`src/rtl/seg7_scan_ctrl.sv`:
```
// Multiplexed 7-segment scan controller: tick-enabled digit stepping, anti-ghost blanking,
// per-frame input snapshot. Optional leading-zero blanking via `define SEG7_LZ_BLANK_EN.
module seg7_scan_ctrl #(
  parameter int N_DIGITS     = 8,
  parameter int TICK_MAX     = 124999,
  parameter int GHOST_CYCLES = 100
) (
  input  logic                    clk_in,
  input  logic                    reset,
  input  logic [4*N_DIGITS-1:0]   value,
  input  logic [N_DIGITS-1:0]     digit_en,
  input  logic [N_DIGITS-1:0]     dp_in,
  output logic [N_DIGITS-1:0]     an,
  output logic [6:0]              seg,
  output logic                    dp_n,
  output logic                    frame_start
);

  localparam int TW = $clog2(TICK_MAX + 1);
  localparam int IW = $clog2(N_DIGITS);
  localparam int GW = (GHOST_CYCLES > 1) ? $clog2(GHOST_CYCLES) : 1;

  localparam logic [TW-1:0]       TICK_LAST  = TW'(TICK_MAX);
  localparam logic [IW-1:0]       IDX_LAST   = IW'(N_DIGITS - 1);
  localparam logic [GW-1:0]       GHOST_LAST = GW'(GHOST_CYCLES - 1);
  localparam logic [N_DIGITS-1:0] DIG_ONE    = N_DIGITS'(1);

  typedef enum logic {
    ST_BLANK = 1'b0,
    ST_DRIVE = 1'b1
  } state_t;

  function automatic logic [6:0] hex_to_seg(input logic [3:0] nib);
    logic [6:0] s;
    case (nib)
      4'h0: s = 7'h40;
      4'h1: s = 7'h79;
      4'h2: s = 7'h24;
      4'h3: s = 7'h30;
      4'h4: s = 7'h19;
      4'h5: s = 7'h12;
      4'h6: s = 7'h02;
      4'h7: s = 7'h78;
      4'h8: s = 7'h00;
      4'h9: s = 7'h10;
      4'hA: s = 7'h08;
      4'hB: s = 7'h03;
      4'hC: s = 7'h46;
      4'hD: s = 7'h21;
      4'hE: s = 7'h06;
      default: s = 7'h0E;
    endcase
    return s;
  endfunction

  logic [TW-1:0]         tick_cnt_q, tick_cnt_d;
  logic [IW-1:0]         idx_q, idx_d;
  state_t                state_q, state_d;
  logic [GW-1:0]         ghost_cnt_q, ghost_cnt_d;
  logic [4*N_DIGITS-1:0] shd_val_q, shd_val_d;
  logic [N_DIGITS-1:0]   shd_en_q, shd_en_d;
  logic [N_DIGITS-1:0]   shd_dp_q, shd_dp_d;
  logic [N_DIGITS-1:0]   an_q, an_d;
  logic [6:0]            seg_q, seg_d;
  logic                  dp_n_q, dp_n_d;
  logic                  frame_start_q, frame_start_d;

  logic                  tick;
  logic                  wrap;
  logic [N_DIGITS-1:0]   en_snap;
  logic [3:0]            cur_nib;
  logic                  cur_en;
  logic                  cur_dp;

  assign tick = (tick_cnt_q == TICK_LAST);
  assign wrap = (idx_q == IDX_LAST);

  always_comb begin
    tick_cnt_d = tick ? '0 : tick_cnt_q + 1'b1;
  end

`ifdef SEG7_LZ_BLANK_EN
  // Walk down from the top digit; everything above the first nonzero nibble goes dark.
  always_comb begin : lz_blank
    logic seen;
    seen    = 1'b0;
    en_snap = digit_en;
    for (int i = N_DIGITS - 1; i >= 1; i--) begin
      if (value[4*i +: 4] != 4'h0) seen = 1'b1;
      if (!seen) en_snap[i] = 1'b0;
    end
  end
`else
  assign en_snap = digit_en;
`endif

  always_comb begin
    state_d       = state_q;
    idx_d         = idx_q;
    ghost_cnt_d   = ghost_cnt_q;
    shd_val_d     = shd_val_q;
    shd_en_d      = shd_en_q;
    shd_dp_d      = shd_dp_q;
    frame_start_d = 1'b0;
    if (tick) begin
      idx_d       = wrap ? '0 : idx_q + 1'b1;
      state_d     = ST_BLANK;
      ghost_cnt_d = '0;
      if (wrap) begin
        shd_val_d     = value;
        shd_en_d      = en_snap;
        shd_dp_d      = dp_in;
        frame_start_d = 1'b1;
      end
    end else if (state_q == ST_BLANK) begin
      if (ghost_cnt_q == GHOST_LAST) begin
        state_d = ST_DRIVE;
      end else begin
        ghost_cnt_d = ghost_cnt_q + 1'b1;
      end
    end
  end

  // Outputs are derived from next-state values so they change on the same edge as the slot.
  always_comb begin
    cur_nib = 4'h0;
    cur_en  = 1'b0;
    cur_dp  = 1'b0;
    for (int i = 0; i < N_DIGITS; i++) begin
      if (idx_d == IW'(i)) begin
        cur_nib = shd_val_d[4*i +: 4];
        cur_en  = shd_en_d[i];
        cur_dp  = shd_dp_d[i];
      end
    end
  end

  always_comb begin
    an_d   = '1;
    seg_d  = 7'h7F;
    dp_n_d = 1'b1;
    if (state_d == ST_DRIVE && cur_en) begin
      an_d   = ~(DIG_ONE << idx_d);
      seg_d  = hex_to_seg(cur_nib);
      dp_n_d = ~cur_dp;
    end
  end

  always_ff @(posedge clk_in or negedge reset) begin
    if (!reset) begin
      tick_cnt_q    <= '0;
      idx_q         <= IDX_LAST;
      state_q       <= ST_BLANK;
      ghost_cnt_q   <= '0;
      shd_val_q     <= '0;
      shd_en_q      <= '0;
      shd_dp_q      <= '0;
      an_q          <= '1;
      seg_q         <= 7'h7F;
      dp_n_q        <= 1'b1;
      frame_start_q <= 1'b0;
    end else begin
      tick_cnt_q    <= tick_cnt_d;
      idx_q         <= idx_d;
      state_q       <= state_d;
      ghost_cnt_q   <= ghost_cnt_d;
      shd_val_q     <= shd_val_d;
      shd_en_q      <= shd_en_d;
      shd_dp_q      <= shd_dp_d;
      an_q          <= an_d;
      seg_q         <= seg_d;
      dp_n_q        <= dp_n_d;
      frame_start_q <= frame_start_d;
    end
  end

  assign an          = an_q;
  assign seg         = seg_q;
  assign dp_n        = dp_n_q;
  assign frame_start = frame_start_q;

endmodule

```
`config.mk`:
```
export PLATFORM = sky130hd
export DESIGN_NAME = seg7_scan_ctrl
export DESIGN_NICKNAME = d
export VERILOG_FILES = /design/src/rtl/seg7_scan_ctrl.sv
export SDC_FILE = /design/constraint.sdc
export NUM_CORES = 1
export LEC_CHECK = 0
export ABC_AREA = 1
export CAP_MARGIN = 5
export CORE_MARGIN = 2
export CORE_UTILIZATION = 55
export CTS_BUF_LIST = sky130_fd_sc_hd__clkbuf_4 sky130_fd_sc_hd__clkbuf_8
export DETAILED_ROUTE_END_ITERATION = 16
export PLACE_DENSITY = 0.81
export RECOVER_POWER = 100
export SYNTH_ARGS = -nofsm -noshare
export SYNTH_HDL_FRONTEND = slang
export SYNTH_SLANG_ARGS = --single-unit
```
`constraint.sdc`:
```
create_clock -name clk_in -period 3.2 [get_ports clk_in]
set_input_delay 0.8 -clock clk_in [delete_from_list [all_inputs] [get_ports clk_in]]
set_output_delay 0.8 -clock clk_in [all_outputs]
set_load 0.02 [all_outputs]
```
==> flow_metrics.tcl <==
set metrics [dict create \
    row_count 33 \
    cap_violations 1 \
    grt_antenna_before_repair 0 \
    hold_class "register to register" \
    finalCritPeriodShare_pct 91.24 \
    htreeDepth 3 \
    crit_path_max_fanout 9 \
    final_common_cell "nand2_1" \
    syn_avg_cell_area_um2 8.089 \
    layout.nets 709 \
    grt_max_degree 88 \
    whs_ns 0.4730 \
    dpl_cell_area_mm2 0.005433 \
    place_congestion 0.8860 \
    final_core_util_pct 69.16 \
    vias_per_cell 5.269 \
    yosysSeqAreaShare_pct 50.46 \
    ys_warn_count 0 \
    cts.sinks 93 \
    tns_ns 0 \
    setup-violations-final 0 \
    crit_path_end_kind "register" \
    dp_hpwl_um 7972 \
    root_buffer "clkbuf_8" \
    clock_path_buffers 2 \
    route.detailed.drc 0 \
    routed_wl_um 10970 \
    peakVddDrop_mv 0.2008 \
    postCtsHoldBufs 0 \
    mostFrequentLayoutCells "230 x nand2_1, 74 x dfrtp_1, 50 x inv_1" \
    path_clk_slew_ns 0.09 \
    die_area_mm2 0.009224 \
    maxSlewViolCount 88 \
    worst_slew_margin_rel_pct -38.72 \
    post-cts-setup-buffer-count 0 \
    design_area_mm2 0.005683 \
    area_delta_synth_final_pct 21.97 \
    io_buffers 66 \
    grt_pass1_vias 3803 \
    max_freq_ghz 0.3425 \
    rrSetupSlack_ns 0.28 \
    syn_nets 636 \
    violations "max-capacitance violations, max-slew violations" \
    finalHoldViolCount 0 \
    ys.flop_type "dfrtp_1" \
    syn_area_mm2 0.004659 \
    groute.usage.overall_pct 25.26 \
    vias 3999 \
    p_per_area_mw_per_mm2 389.3 \
    drt_iter0_drc 202 \
    clk_latency_ns 0.37 \
    synthCells 576 \
    core-area_mm2 0.008217 \
    synth_area_leaders "dfrtp_1 40%, nand2_1 18%, dfstp_2 11%" \
    antennaDiodeCount 0 \
    postCtsResizedCells 0 \
    io_pins 67 \
    fin_cells 759 \
    cts_buffers 9 \
    leakage_nw 2.587 \
    fin_crit_ns 2.920 \
    synth_edf_count 0 \
    startpoint_type "register" \
    status "finished, violations left" \
    synth_top_area_share_pct 39.74 \
    tightestPinTransition_ns 2.081 \
    critPathRequiredTime_ns 3.51 \
    drtPass1Iterations 5 \
    die_x_um 96.04 \
    antenna_left 0 \
    detail_route.wl_per_cell_um 14.45 \
    synth_cell_types 38 \
    drive_gt1_share_pct 12.54 \
    arrival_ns 3.23 \
    fin_skew_ns 0.009431 \
    async_flop_share_pct 100.0 \
    grt_overflow_total 0 \
    ys_ff_latch 93 \
    initial_utilization_pct 56.71 \
    die_height_um 96.04 \
    cts_tree "built" \
    grt_pass1_wl_um 17530 \
    yosysTopAreaCell "dfrtp_1" \
    critical_path_class "register to register" \
    dp.cells 743 \
]
## cell type report
cell class | instances | area (um2)
Clock buffer | 9 | 123.9
Tap cell | 105 | 131.4
Timing Repair Buffer | 72 | 696.9
Inverter | 58 | 225.2
Multi-Input combinational cell | 415 | 2033
Clock inverter | 7 | 121.4
Sequential cell | 93 | 2351
Fill cell | 643 | 2534
## report_power, final
part,switching [mW],total [mW],internal (mW)
logic,0.0317,0.0835,0.0518
registers,0.000241,1.18,1.18
clock network,0.428,0.952,0.524
total,0.460,2.21,1.75
## logic make-up (layout without fill, tap and decap cells)
| family | count (synthesis) | in the layout | share of synthesized area [%] |
|---|---|---|---|
| AO/OA/AOI/OAI | 31 | 31 | 3.867 |
| buffers and inverters | 68 | 146 | 6.149 |
| flip-flops | 93 | 93 | 50.46 |
| XOR/XNOR | 2 | 2 | 0.3760 |
| multiplexers | 1 | 1 | 0.2148 |
| AND/OR/NAND/NOR | 371 | 371 | 36.25 |
| adder cells (fa/ha/maj) | 10 | 10 | 2.685 |
## flip-flops by register name, summed over array words and instances, names as in the netlist
register / count
dp_n: 1
shd_dp_q: 8
idx_q: 3
frame_start: 1
state_q: 1
tick_cnt_q: 17
shd_val_q: 32
ghost_cnt_q: 7
seg: 7
an: 8
shd_en_q: 8
## worst max-delay path: stages, from the launching register on
cell and delay (ns):
dfrtp_1 0.38, ha_1 0.20, nand2_1 0.09, inv_2 0.08, nand2_1 0.07, nor2_2 0.15
nand2_2 0.19, nand2_1 0.16, nand2_4 0.09, nand2_2 0.13, nor2_2 0.06, and2_0 0.16
nor3_2 0.25, nand3_1 0.13, nor2_2 0.20, ha_1 0.29, nand2_1 0.09, nand3_1 0.07
nand3_1 0.08
## synth_stat cells (3+ instances only)
cell	number
nor3_1	4
nand4_1	12
buf_4	3
dfstp_2	19
nand2_4	7
o21ai_0	9
nand3_1	46
a21oi_1	13
nor2_2	6
nand2_2	7
nor2_4	7
dfrtp_1	74
inv_2	6
nand2_1	228
and2_1	3
ha_1	10
buf_2	4
nor2_1	44
inv_1	49
## metrics by stage
step | power [mW] | setup slack, ns
floorplan | 1.200 | 0.6480
global placement | 1.285 | 0.3400
detailed placement | 1.285 | 0.1992
CTS | 2.229 | 0.1616
global route | 2.284 | -0.01054
finish | 2.212 | 0.2802
## path summary, 6_finish.rpt
kind	from	to	depth (start not counted)
max in group asynchronous	reset	shd_val_q[13]	1
worst min register to register	tick_cnt_q[0]	tick_cnt_q[0]	1
worst max-delay path	tick_cnt_q[0]	seg[3]	18
min in group asynchronous	reset	tick_cnt_q[6]	1
worst min-delay path	tick_cnt_q[0]	tick_cnt_q[0]	1
worst max register to register	tick_cnt_q[0]	seg[3]	18
## routing by layer
metal | GRT usage, % | vias to the layer above | wire, um
li1 | - | 1950 | -
met1 | 31.02 | 1923 | 4664
met2 | 43.98 | 107 | 5567
met3 | 4.620 | 19 | 523
met4 | 9.881 | 0 | 211
met5 | 0 | - | 0
(Power assumes the default switching activity.)
==> variant (config.mk and constraints unchanged) <==
Put one more register stage on the output `an`, with the module's reset. The value now appears one clock later. The other outputs are not delayed to match.
--- a/src/rtl/seg7_scan_ctrl.sv
+++ b/src/rtl/seg7_scan_ctrl.sv
@@ -175,5 +175,11 @@
   end
 
-  assign an          = an_q;
+  always_ff @(posedge clk_in or negedge reset) begin
+    if (!reset) begin
+      an <= '0;
+    end else begin
+      an <= an_q;
+    end
+  end
   assign seg         = seg_q;
   assign dp_n        = dp_n_q;
Function: changed (Yosys sat finds a counterexample within 4 cycles, from zero or initial values and one cycle with reset low).
==> variant against the unedited design <==
The flow still finishes with violations (capacitance limit, slew limit). Die area grew 3.9%. Total power grew 2.7%. Largest power group unchanged. Wire length shrank 2.7%. Sequential power grew 8%. Combinational power grew 7.7%. Cell area grew 2.2%. Sequential cell count grew 8. Sequential share of layout area grew 2.6 points. Synthesized area grew 4.1%. Worst setup slack lost 36 ps. First-iteration DRC count grew 3.0%.
==> variant: results (changes against the unedited design) <==
* Layout fillers at 710 (+10%)
* Count of clock-net buffers in the final layout at 10 (+1)
* Routability congestion estimate from global placement at 0.8833 (-0.30%)
* Endpoint of the worst hold-timing path: an[4]$_DFF_PN0_
* Static leakage power at 2.714 nW (+4.9%)
* Non-clock buffering overhead at 0.1200 (-0.002590)
* Maximum capacitance violations at 1 (unchanged)
* Number of combinational gates with multiple inputs at 402 (-3.1%)
* Data arrival time of the worst path at 3240 ps (about the same)
* Number of sequential cells at 101 (+8.6%)
* Instance area at placement at 5593 um2 (+2.9%)
* Final-report max-slew violation count at 37 (-58%)
* Outcome: finished, violations left
* Met3 routed wirelength at 521 um (-0.38%)
* Global routing usage summed across all routing layers at 0.2388 (-0.01372)
* Multi-input combinational area share at 0.3351 (-0.02264)
* Worst hold path stage count at 0 (-1)
* Number of search-and-repair iterations in the first detailed-routing pass at 4 (-1)
* Fin Clk Skew at 16.51 ps (+7.075 ps)
* Sequential cell fraction of total power at 0.562 (+0.030)
* Register-to-register setup slack at 240 ps (-40 ps)
* Failing checks: capacitance limit, slew limit
* Crit-path slowest cell: sky130_fd_sc_hd__dfstp_2
* Share of total power in combinational logic at 0.040 (+0.002)
* Seq/Total Area, Yosys at 0.5261 (+0.02149)
* DIE WIDTH at 97.90 um (+1.9%)
* Transition time of the tightest slew-check pin at 2126 ps (+45.34 ps)
* Syn nets at 640 (+0.63%)
* Final #Nets at 711 (+0.28%)
* Number of DRC violations after detailed-routing iteration 0 at 208 (+3.0%)
* Wire length of the first global-routing pass at 18330 um (+4.6%)
* Net switching share of the total power at 0.2134 (+0.005434)
* Total wirelength of the detailed-routed design at 10680 um (-2.7%)
* Number of different library cells in the post-synthesis netlist at 37 (-2.6%)
* Logic inverters at 67 (+16%)
* RR Startpoint: idx_q[0]$_DFF_PN1_
* Via/cell ratio at 5.144 (-2.4%)
* Share of final-layout standard cells stronger than drive strength 1 at 0.1280 (+0.002667)
* Synth cell count leaders: 216 x sky130_fd_sc_hd__nand2_1, 82 x sky130_fd_sc_hd__dfrtp_1, 57 x sky130_fd_sc_hd__inv_1
* Wire length the detailed router placed on met1 at 4854 um (+4.1%)
[variant: cell count changes after synthesis, sizes merged, moves of 3 or more]
cell   change
inv       +11
and2       -3
o21ai      +5
nand3     -12
or2        +3
dfrtp      +8
a21oi      +3
nand2     -10
[variant: worst max path at each step]
stage / startpoint / end / slack (ps) / depth (start not counted)
5_1_grt: tick_cnt_q[0]$_DFF_PN0_ / seg[3]$_DFF_PN1_ / 30 / 19
3_3_place_gp: tick_cnt_q[0]$_DFF_PN0_ / seg[3]$_DFF_PN1_ / 350 / 20
3_5_place_dp: tick_cnt_q[0]$_DFF_PN0_ / seg[3]$_DFF_PN1_ / 260 / 20
2_1_floorplan: idx_q[0]$_DFF_PN1_ / seg[3]$_DFF_PN1_ / 720 / 14
6_report: idx_q[0]$_DFF_PN1_ / seg[3]$_DFF_PN1_ / 240 / 16
4_1_cts: tick_cnt_q[0]$_DFF_PN0_ / seg[3]$_DFF_PN1_ / 250 / 20
[variant: through the flow]
step           utilization  hold WS (ps)  worst slack [ps]  instances
6_report            0.6723         391.6             243.8        764
5_1_grt             0.6723         391.0             33.72        764
4_1_cts             0.6734         389.0             245.7        764
3_5_place_dp        0.6476         382.5             264.9        748
3_3_place_gp        0.6476         380.0             348.8        748
2_1_floorplan            -         379.3             721.4        580
[variant: cells by family after synthesis]
family | synth area share
buffers and inverters | 0.07146
and+or+nand+nor | 0.3274
xor gates and xnor gates | 0.001806
adders and majority gates | 0.02580
AOI/OAI and AO/OA | 0.04747
DFF | 0.5261
[variant: timing repair]
action	4_1_cts	5_1_grt
setup endpoints to repair	0	3
buffers inserted	0	0
resized for setup	0	1
